File: config.mk
export PLATFORM = sky130hd
export DESIGN_NAME = dmem_arbiter
export DESIGN_NICKNAME = d
export VERILOG_FILES = /design/src/rtl/dmem_arbiter.sv
export SDC_FILE = /design/constraint.sdc
export NUM_CORES = 1
export LEC_CHECK = 0
export CORE_MARGIN = 2
export CORE_UTILIZATION = 35
export DETAILED_ROUTE_END_ITERATION = 16
export GPL_TIMING_DRIVEN = 0
export PLACE_DENSITY_LB_ADDON = 0.12
export SYNTH_ARGS = -nofsm -noshare
export SYNTH_HDL_FRONTEND = slang
export SYNTH_SLANG_ARGS = --single-unit
export TNS_END_PERCENT = 5
File: constraint.sdc
create_clock -name clk -period 8.7 [get_ports clk]
set_input_delay 1.305 -clock clk [delete_from_list [all_inputs] [get_ports clk]]
set_output_delay 1.305 -clock clk [all_outputs]
set_load 0.05 [all_outputs]
File: src/rtl/dmem_arbiter.sv
// dmem_arbiter: shares the single-port data memory between the CPU load/store
// unit (port 0) and the debug/loader port (port 1). At most one access is
// granted per cycle. The response for each grant comes back one cycle later.
module dmem_arbiter #(
    parameter int unsigned ADDR_WIDTH     = 32,
    parameter int unsigned DATA_WIDTH     = 32,
    parameter int unsigned DMEM_BYTES     = 4096,
    parameter int unsigned FIXED_PRIORITY = 0,
    parameter int unsigned LOCK_TIMEOUT   = 16
) (
    input  logic                  clk,
    input  logic                  reset,

    // Port 0: CPU load/store unit
    input  logic                  p0Req,
    input  logic                  p0Lock,
    input  logic                  p0WriteEnable,
    input  logic [ADDR_WIDTH-1:0] p0Addr,
    input  logic [2:0]            p0UnitSize,
    input  logic [DATA_WIDTH-1:0] p0WriteData,
    output logic                  p0Gnt,
    output logic                  p0RValid,
    output logic [DATA_WIDTH-1:0] p0RData,
    output logic                  p0Err,

    // Port 1: debug / loader
    input  logic                  p1Req,
    input  logic                  p1Lock,
    input  logic                  p1WriteEnable,
    input  logic [ADDR_WIDTH-1:0] p1Addr,
    input  logic [2:0]            p1UnitSize,
    input  logic [DATA_WIDTH-1:0] p1WriteData,
    output logic                  p1Gnt,
    output logic                  p1RValid,
    output logic [DATA_WIDTH-1:0] p1RData,
    output logic                  p1Err,

    // Memory side
    output logic                  memWriteEnable,
    output logic [ADDR_WIDTH-1:0] memAddr,
    output logic [2:0]            memUnitSize,
    output logic [DATA_WIDTH-1:0] memWriteData,
    input  logic [DATA_WIDTH-1:0] memReadData
);

    typedef enum logic [1:0] {
        StOpen,
        StLock0,
        StLock1
    } state_e;

    localparam logic [7:0] LockLimit = 8'(LOCK_TIMEOUT);

    state_e     state_q;
    logic       last_grant_q;   // port granted most recently (1 = port 1)
    logic [7:0] lock_cnt_q;     // idle cycles of the lock owner
    logic [7:0] lock_cnt_inc;

    logic                  gnt0;
    logic                  gnt1;
    logic                  any_gnt;

    logic                  sel_we;
    logic                  sel_lock;
    logic [ADDR_WIDTH-1:0] sel_addr;
    logic [2:0]            sel_size;
    logic [DATA_WIDTH-1:0] sel_wdata;

    logic                  size_ok;
    logic                  align_ok;
    logic                  range_ok;
    logic [2:0]            access_bytes;
    logic [63:0]           end_addr;
    logic                  sel_err;

    assign lock_cnt_inc = lock_cnt_q + 8'd1;

    // Grant decision: lock ownership first, then fixed priority or round-robin.
    always_comb begin
        gnt0 = 1'b0;
        gnt1 = 1'b0;
        if (!reset) begin
            case (state_q)
                StLock0: gnt0 = p0Req;
                StLock1: gnt1 = p1Req;
                default: begin
                    if (p0Req && p1Req) begin
                        // Round-robin: the port not granted last time wins the tie.
                        if ((FIXED_PRIORITY != 0) || last_grant_q) begin
                            gnt0 = 1'b1;
                        end else begin
                            gnt1 = 1'b1;
                        end
                    end else begin
                        gnt0 = p0Req;
                        gnt1 = p1Req;
                    end
                end
            endcase
        end
    end

    assign any_gnt = gnt0 | gnt1;
    assign p0Gnt   = gnt0;
    assign p1Gnt   = gnt1;

    // Route the granted port's request fields; all zero when nothing is granted.
    always_comb begin
        sel_we    = 1'b0;
        sel_lock  = 1'b0;
        sel_addr  = '0;
        sel_size  = '0;
        sel_wdata = '0;
        if (gnt0) begin
            sel_we    = p0WriteEnable;
            sel_lock  = p0Lock;
            sel_addr  = p0Addr;
            sel_size  = p0UnitSize;
            sel_wdata = p0WriteData;
        end else if (gnt1) begin
            sel_we    = p1WriteEnable;
            sel_lock  = p1Lock;
            sel_addr  = p1Addr;
            sel_size  = p1UnitSize;
            sel_wdata = p1WriteData;
        end
    end

    // Validity of the granted access: legal size, natural alignment, in range.
    always_comb begin
        size_ok      = 1'b1;
        align_ok     = 1'b1;
        access_bytes = 3'd4;
        case (sel_size)
            3'b000, 3'b100: begin
                access_bytes = 3'd1;
            end
            3'b001, 3'b101: begin
                access_bytes = 3'd2;
                align_ok     = ~sel_addr[0];
            end
            3'b010: begin
                access_bytes = 3'd4;
                align_ok     = (sel_addr[1:0] == 2'b00);
            end
            default: begin
                size_ok = 1'b0;
            end
        endcase
        // Widened so that addresses near the top of the space cannot wrap.
        end_addr = 64'(sel_addr) + 64'(access_bytes);
        range_ok = (end_addr <= 64'(DMEM_BYTES));
        sel_err  = ~(size_ok & align_ok & range_ok);
    end

    // Memory drive: an erroneous store must never reach the array.
    assign memWriteEnable = any_gnt & sel_we & ~sel_err;
    assign memAddr        = sel_addr;
    assign memUnitSize    = sel_size;
    assign memWriteData   = sel_wdata;

    // Arbiter FSM, round-robin history, lock timeout and registered responses.
    always_ff @(posedge clk or posedge reset) begin
        if (reset) begin
            state_q      <= StOpen;
            last_grant_q <= 1'b1;
            lock_cnt_q   <= '0;
            p0RValid     <= 1'b0;
            p1RValid     <= 1'b0;
            p0Err        <= 1'b0;
            p1Err        <= 1'b0;
            p0RData      <= '0;
            p1RData      <= '0;
        end else begin
            // Responses: one-cycle pulse for every grant, data only for good loads.
            p0RValid <= gnt0;
            p1RValid <= gnt1;
            p0Err    <= gnt0 & sel_err;
            p1Err    <= gnt1 & sel_err;
            p0RData  <= (gnt0 && !sel_we && !sel_err) ? memReadData : '0;
            p1RData  <= (gnt1 && !sel_we && !sel_err) ? memReadData : '0;

            if (any_gnt) begin
                last_grant_q <= gnt1;
            end

            case (state_q)
                StOpen: begin
                    lock_cnt_q <= '0;
                    if (gnt0 && sel_lock) begin
                        state_q <= StLock0;
                    end else if (gnt1 && sel_lock) begin
                        state_q <= StLock1;
                    end
                end
                StLock0: begin
                    if (gnt0) begin
                        lock_cnt_q <= '0;
                        if (!sel_lock) begin
                            state_q <= StOpen;
                        end
                    end else if (lock_cnt_inc >= LockLimit) begin
                        // Owner went quiet for too long: free the bus.
                        lock_cnt_q <= '0;
                        state_q    <= StOpen;
                    end else begin
                        lock_cnt_q <= lock_cnt_inc;
                    end
                end
                StLock1: begin
                    if (gnt1) begin
                        lock_cnt_q <= '0;
                        if (!sel_lock) begin
                            state_q <= StOpen;
                        end
                    end else if (lock_cnt_inc >= LockLimit) begin
                        lock_cnt_q <= '0;
                        state_q    <= StOpen;
                    end else begin
                        lock_cnt_q <= lock_cnt_inc;
                    end
                end
                default: begin
                    lock_cnt_q <= '0;
                    state_q    <= StOpen;
                end
            endcase
        end
    end

endmodule
* After elaboration in Yosys (flattened, before gate mapping) *
Index checks and enable logic that the tools add are counted.

storage, ports and cells
  register bits after elaboration = 79
  bits of input ports = 174

operators by class
  bitwise gates (word level) = 9
  mux-type cells = 34
  equal/unequal tests = 7
  $lt $le $gt $ge = 2
  reduce and logical (&&, ||, !) cells = 14
  add/subtract/negate cells = 2

operators by type and width
  cell                                                                number
  two-way mux 32 bit                                                  6
  adder 32 x 3 -> 33 bit                                              1
  less-or-equal comparator 33 x 13 -> 1 bit (second input constant)   1
  two-way mux 8 bit                                                   3
  one-hot mux 8 bit (2 select lines)                                  1
  two-way mux 2 bit                                                   6
  two-way mux 1 bit                                                   11
  adder 8 x 1 -> 8 bit (second input constant)                        1
  greater-or-equal comparator 8 x 5 -> 1 bit (second input constant)  1
  logical AND 1 bit                                                   7
  bitwise AND 1 bit                                                   6
  == test 3 bit (second input constant)                               2
  two-way mux 3 bit                                                   2
  one-hot mux 1 bit (2 select lines)                                  3
  one-hot mux 2 bit (3 select lines)                                  1
  one-hot mux 3 bit (2 select lines)                                  1
  OR reduction 5 bit                                                  1
  logical NOT 2 bit                                                   2
  OR reduction 2 bit                                                  2
  == test 3 x 1 -> 1 bit (second input constant)                      1
  == test 3 x 2 -> 1 bit (second input constant)                      1
  logical NOT 3 bit                                                   1
  inequality test 3 bit (second input constant)                       1
  == test 2 x 1 -> 1 bit (second input constant)                      1
  4 further kinds                                                     5

* Logic depth before layout (Yosys ltp) *
Gate-level depths: netlist of the first run.

  depth in word-level cells = 14
  gate-level depth with buffers = 24
  depth with buffers taken out = 18

* Worst setup path after synthesis of the first run *
Ideal clock, no wire load.

  kind = input to output
  start = in reset
  end = out memWriteEnable
  slack = 0.710 ns
  cell stages on the path = 19
  data arrival time = 6.685 ns
  path through = nand2b_1 -> clkbuf_2 -> or3_4 -> inv_2 -> buf_4 -> clkbuf_1 -> a22o_1 -> nor2_1 -> ha_1 -> fa_1 -> a31o_2 -> or2_2 -> clkbuf_1 -> nand3_1 -> xor2_1 -> a311oi_1 -> or4_1 -> buf_4 -> a211oi_1

on the way
  longest elaborated chain between the ends = 10

ends and longest elaborated chain
  item                                                  line  RTL
  start: declaration                                    12    input logic reset,
  two-way mux 1 bit                                     82    if (!reset) begin
  two-way mux 3 bit                                     120   end else if (gnt1) begin
  two-way mux 3 bit (*)                                 114   if (gnt0) begin
  net memUnitSize[1]                                    41    output logic [2:0] memUnitSize,
  == test 3 x 1 -> 1 bit, or another cell as far along  134   case (sel_size)
  OR reduction 2 bit                                    -
  one-hot mux 3 bit (2 select lines)                    134
  adder 32 x 3 -> 33 bit                                151   end_addr = 64'(sel_addr) + 64'(access_bytes);
  less-or-equal comparator 33 x 13 -> 1 bit             152   range_ok = (end_addr <= 64'(DMEM_BYTES));
  bitwise AND 1 bit (*)                                 153   sel_err = ~(size_ok & align_ok & range_ok);
  bitwise AND 1 bit (*)                                 157   assign memWriteEnable = any_gnt & sel_we & ~sel_err;
  end: declaration                                      39    output logic memWriteEnable,

Mark *: on every way through the listed nets, which the timed path passes. The rest lies on a longest branch.

* Worst setup path in the final report of the first run *
  start = in reset
  end = out memWriteEnable

on the way
  longest elaborated chain between the ends = 10

ends and longest elaborated chain
  item                                                  line
  two-way mux 1 bit                                     82
  two-way mux 3 bit                                     120
  two-way mux 3 bit                                     114
  == test 3 x 1 -> 1 bit, or another cell as far along  134
  OR reduction 2 bit                                    -
  one-hot mux 3 bit (2 select lines)                    134
  adder 32 x 3 -> 33 bit                                151
  less-or-equal comparator 33 x 13 -> 1 bit             152
  bitwise AND 1 bit                                     153
  bitwise AND 1 bit (*)                                 157

Mark *: on every way between the ends. The rest lies on a longest branch, timed or not.

==> results of run 1 <==
-- layout by cell type (no fill, tap or decap), types with 18 or more instances in the layout --
cell and n:
nor3_1 25, inv_1 24, nor3_2 51, nand3b_1 34, clkdlybuf4s50_1 310, nand2_1 80, a22o_1 45, nor4_1 32
dfrtp_1 78, clkbuf_1 18
-- power by group through the flow --
| stage | registers [mW] | clock network (mW) | logic, mW |
|---|---|---|---|
| final | 0.399 | 0.431 | 1.50 |
| after global routing | 0.401 | 0.455 | 1.59 |
| after CTS | 0.399 | 0.439 | 1.50 |
| after detailed placement | 0.405 | 0 | 1.48 |
| after global placement | 0.405 | 0 | 1.48 |
| after floorplan | 0.441 | 0 | 0.961 |
-- flip-flops by register name, indices dropped and copies added, names as in the netlist --
name,flops
p1Err,1
last_grant_q,1
state_q,2
lock_cnt_q,8
p0RValid,1
p1RValid,1
p0RData,32
p0Err,1
p1RData,32
-- routing by layer --
metal | share of wire [%] | track usage, %
met2 | 50 | 49.0
met3 | 9.0 | 7.04
met1 | 38 | 33.0
met5 | 0 | 0
met4 | 3.4 | 10.6
-- what timing repair did --
item                                    4_1_cts  5_1_grt
endpoints found under the setup margin        1        1
cloned                                        0        0
gates resized for setup                       3        6
-- metrics by stage --
| step | hold WS, ns | setup slack (ns) |
|---|---|---|
| after floorplan | 0.424 | 0.710 |
| after global placement | 0.439 | -0.408 |
| after detailed placement | 0.446 | -0.574 |
| after CTS | 0.454 | 0.121 |
| after global routing | 0.482 | 0.127 |
| final | 0.454 | 0.422 |
-- how the worst max path moves through the flow --
stage,slack (ns),cells after the start,endpoint
global route,0.13,20,memWriteEnable
finish,0.42,20,memWriteEnable
floorplan,0.71,19,memWriteEnable
CTS,0.12,20,memWriteEnable
detailed placement,-0.57,20,memWriteEnable
global placement,-0.41,20,memWriteEnable
-- area by class of cell --
type	instances	area share, %
clock buffers	11	2.48
clock inverters	5	1.15
repair buffers	312	33.4
well taps	216	2.88
inverters	28	1.15
plain buffers	53	3.47
diodes	1	0.0267
flip-flops and latches	79	21.1
multi-input cells	451	34.3
-- cells by family (layout without fill, tap and decap cells) --
| family | count (synthesis) | in the layout |
|---|---|---|
| adders and majority gates | 9 | 9 |
| other | 1 | 5 |
| DFF | 79 | 79 |
| muxes | 9 | 9 |
| AOI/OAI and AO/OA | 129 | 129 |
| xor gates and xnor gates | 12 | 12 |
| buffers and inverters | 81 | 409 |
| and+or+nand+nor | 288 | 288 |
==> flow_summary.ini, run 1 <==
[cts]
clk_path_buf_depth = 2
cts_sinks = 79
cts_tree = built
cts_buffers = 9
clock_latency_ns = 0.33
htreeDepth = 3
clock-root-buffer = clkbuf_16
holdBufCountCts = 0
postCtsSetupBuffers = 0
clk_pin_slew_ns = 0.06

[placement]
hpwl_mm = 19.8
placed_cell_area_um2 = 9040
dp_cells = 1139
gp_congestion = 0.921
io_buffers = 311

[logic_synthesis]
synth.area.top_cells = dfrtp_1, nor3_2, a22o_1, nand2_1, nand3b_1
yosysUniqueCellTypes = 72
synth_top_family_by_area = simple AND/OR/NAND/NOR gates
yosys-mux-area-fraction_pct = 1.65
synthFlopType = dfrtp_1
ys_seq_area_share_pct = 35.2
synth_edf_count = 0
ys_async_sr_fraction_pct = 100
synth_adder_area_share_pct = 2.14
synth-seq-cells = 79
syn_area_per_cell_um2 = 9.23
synth_common_cells = nand2_1, dfrtp_1, nor3_2
synth_simple_gate_area_share_pct = 32.4
yosysWarnings = 0
post-synth-top-area-cell = dfrtp_1
synth_top_cell_area_share_pct = 34.8
synth_compound_gate_area_share_pct = 19.1
synthCells = 608
syn_area_um2 = 5610
yosysMostFrequentCell = nand2_1
synthXorXnorAreaFrac_pct = 1.87

[sta]
max_freq_mhz = 121
finalCritPeriodShare_pct = 95.2
fin_tns_setup_ns = 0
slew_headroom_pct = 41.1
period_needed_ns = 8.28
drv_slew = 0
hold_violations = 0
finalClockSkew_ns = 0.00939
setup_violations = 0
rsz0062_at_grt = false
worst_slew_pin_slew_ns = 0.872

[critical_path]
arrival_ns = 6.97
rr_startpoint = state_q[0]$_DFFE_PP0P_
cpMaxStageDelayCell = clkdlybuf4s50_1
crit_buf_inv = 9
start_kind = input port
cpMostUsedCell = clkbuf_2
critPathTopFamily = buffers and inverters
reg2regPathDepth = 21
crit_chain = clkdlybuf4s50_1 > nand2b_1 > clkbuf_2 > or3_4 > inv_2 > buf_4 > clkbuf_2 > clkbuf_2 > buf_1 > a22o_1 > ha_1 > a21oi_1 > o21ai_1 > and2_1 > nor4_1 > o22ai_1 > or4_1 > buf_4 > a211oi_1 > clkbuf_2
cp_max_fo = 10
end_kind = output port
critPathKind = input port to output port
cp_data_required_time_ns = 7.39
reg2reg_slack_ns = 2.93
r2r_end = p1RData[19]$_DFF_PP0_
max_stage_delay_ns = 0.54
crit_path_start = reset

[power]
seq_power_share_pct = 17.1
ir_drop_mv = 0.122
p_clk_share_pct = 18.5
switching_power_mw = 1.16
total_power_mw = 2.33
p_int_mw = 1.17
comb_power_share_pct = 64.4
p_leak_nw = 3.62
p_per_area_nw_per_um2 = 249
power.share.switching_pct = 49.9

[die]
dieArea_um2 = 17100
io-pin-count = 312
start_util_pct = 35.6
die_w_um = 131
num_rows = 46
coreArea_um2 = 15800
die_h_um = 131

[global_routing]
antenna_found_initial = 1
grt_overflow = 0
grt_usage_pct = 27.9
grt_max_degree = 66
grt_first_pass_wirelength_mm = 36.4
grt_pass1_vias = 6551

[worst_hold_path]
worstHoldEndpoint = lock_cnt_q[0]$_DFF_PP0_
hp-start = lock_cnt_q[0]$_DFF_PP0_
hp-class = flop to flop
worstHoldPathCells = 1

[layout]
syn2layout_area_growth_pct = 67.1
final_nets = 1117
multi_input_comb_area_um2 = 3220
design_area_um2 = 9380
drive_above_1_share_pct = 13.7
stdcell_count = 1156
regArea_um2 = 1980
nFillCells = 1383
fin_util_pct = 59.5

[drt]
num_vias = 6416
viasPerCell = 5.55
firstDrtPassIters = 5
drc = 0
ant_nets = 0
drt_iter0_markers = 456
drt_wl_total_mm = 24.6
avgRoutedWirePerCell_um = 21.3

[run]
cap_violations = 0

[status]
status = completed
Note: power is estimated with default switching activity, not from simulation.
==> run 2: changes to the inputs <==
--- a/config.mk
+++ b/config.mk
@@ -10,6 +10,7 @@
 export DETAILED_ROUTE_END_ITERATION = 16
 export GPL_TIMING_DRIVEN = 0
 export PLACE_DENSITY_LB_ADDON = 0.12
+export REMOVE_ABC_BUFFERS = 1
 export SYNTH_ARGS = -nofsm -noshare
 export SYNTH_HDL_FRONTEND = slang
 export SYNTH_SLANG_ARGS = --single-unit
==> flow_summary.ini, run 2 (synthesis results as in run 1) <==
[status]
status = completed

[layout]
fin_util_pct = 58.8
final_nets = 1076
nFillCells = 1390
mostFrequentLayoutCell = clkdlybuf4s50_1
drive_above_1_share_pct = 13.0
mostFrequentLayoutCells = clkdlybuf4s50_1, nand2_1, dfrtp_1
reg_top3 = p0RData x32, p1RData x32, lock_cnt_q x8
syn2layout_area_growth_pct = 65.2

[drt]
firstDrtPassIters = 5
drc = 0
drt_wl_total_mm = 23.1
ant_nets = 0
avgRoutedWirePerCell_um = 20.7
drt_iter0_markers = 460
num_vias = 6208
viasPerCell = 5.57

[power]
p_leak_nw = 3.52
ir_drop_mv = 0.199
p_per_area_nw_per_um2 = 246
total_power_mw = 2.28

[die]
io-pin-count = 312
coreArea_um2 = 15800
dieArea_um2 = 17100
start_util_pct = 35.6
die_h_um = 131
num_rows = 46
die_w_um = 131

[cts]
cts_sinks = 79
clock_latency_ns = 0.33
cts_tree = built
htreeDepth = 3
clk_path_buf_depth = 2
clk_pin_slew_ns = 0.06
holdBufCountCts = 0
cts_buffers = 9
clock-root-buffer = clkbuf_16

[global_routing]
grt_usage_pct = 25.7
antenna_found_initial = 1
grt_pass1_vias = 6306
grt_max_degree = 66
grt_overflow = 0
grt_first_pass_wirelength_mm = 34.1

[placement]
hpwl_mm = 16.2
io_buffers = 311
gp_congestion = 0.875

[critical_path]
start_kind = input port
reg2reg_slack_ns = 2.70
arrival_ns = 6.98
end_kind = output port
cp_max_fo = 58
critPathKind = input port to output port
cp_data_required_time_ns = 7.39

[sta]
drv_slew = 0
slew_headroom_pct = 23.4
rsz0062_at_grt = false
hold_ws_ns = 0.463
worst_slew_pin_slew_ns = 1.14
finalClockSkew_ns = 0.00559
finalCritPeriodShare_pct = 95.2
setup_violations = 0
hold_violations = 0
period_needed_ns = 8.28
max_freq_mhz = 121

[run]
cap_violations = 0

[worst_hold_path]
hp-class = flop to flop
[run 2: cell count changes in the layout (fill, tap and decap cells not counted), moves of 2 or more]
cell / delta
or3_2: +2
buf_6: -10
buf_16: +2
buf_2: -6
clkinv_2: +2
buf_1: -6
clkbuf_1: -18
clkbuf_2: -6
buf_12: +2
buf_4: -8
[run 2: worst paths after layout]
path / to / startpoint / cells past startpoint
setup / recovery: memWriteEnable / p0Req / 20
hold / removal: lock_cnt_q[0]$_DFF_PP0_ / lock_cnt_q[0]$_DFF_PP0_ / 1
setup reg to reg: p0RData[3]$_DFF_PP0_ / state_q[0]$_DFFE_PP0P_ / 19
hold reg to reg: lock_cnt_q[0]$_DFF_PP0_ / lock_cnt_q[0]$_DFF_PP0_ / 1
max in group asynchronous: p1RData[22]$_DFF_PP0_ / reset / 3
min in group asynchronous: p0Err$_DFF_PP0_ / reset / 2
[run 2: stage by stage]
step                setup WS, ns  cells  setup TNS (ns)  instance area (um^2)
global placement           -5.59   1085         -207.96                  8690
floorplan                  -3.15    558          -34.05                  5300
finish                     0.419   1115               0                  9270
CTS                        0.107   1111               0                  9230
detailed placement         -1.43   1090           -1.43                  8850
global route              0.0838   1115               0                  9270
[run 2: what timing repair did]
action | CTS | global route
resized for setup | 8 | 2
pin swaps | 2 | 2
cloned | 4 | 2
buffers inserted | 1 | 1
setup endpoints to repair | 1 | 1
hold endpoints to repair | 0 | 0
[run 2: area by class of cell]
type | count | area, um^2 | area share (%)
Clock inverter | 7 | 95.1 | 1.03
Multi-Input combinational cell | 457 | 3330 | 35.9
Tap cell | 216 | 270 | 2.92
Clock buffer | 9 | 225 | 2.43
Timing Repair Buffer | 318 | 3250 | 35.1
Antenna cell | 1 | 2.50 | 0.0270
Inverter | 28 | 115 | 1.24
Sequential cell | 79 | 1980 | 21.3
[run 2: power by group]
part / internal [mW] / switching [mW] / total, mW
combinational: 0.470 / 1.01 / 1.48
sequential: 0.387 / 0.0139 / 0.401
clock: 0.252 / 0.154 / 0.405
total: 1.11 / 1.18 / 2.28
[run 2: critical path, cell delays in order]
cell and delay (ns):
clkdlybuf4s50_1 0.63, nand2b_4 0.21, or3_4 0.50, inv_8 0.33
nor2_4 0.15, buf_12 0.21, a22o_1 0.26, nor2_1 0.12
ha_1 0.18, fa_1 0.24, nand2_1 0.08, nor3_1 0.17
or2_2 0.21, nand3_1 0.19, or3_1 0.46, a21oi_2 0.37
nand3_4 0.31, buf_16 0.30, a211oi_1 0.25, clkdlybuf4s15_2 0.43
[run 2: metal layers]
metal	part of all wire, %	track usage (%)	wire length [um]
met4	2.4	8.14	557
met1	38	30.2	8740
met2	52	46.6	11900
met5	0	0	0
met3	8.0	5.82	1850
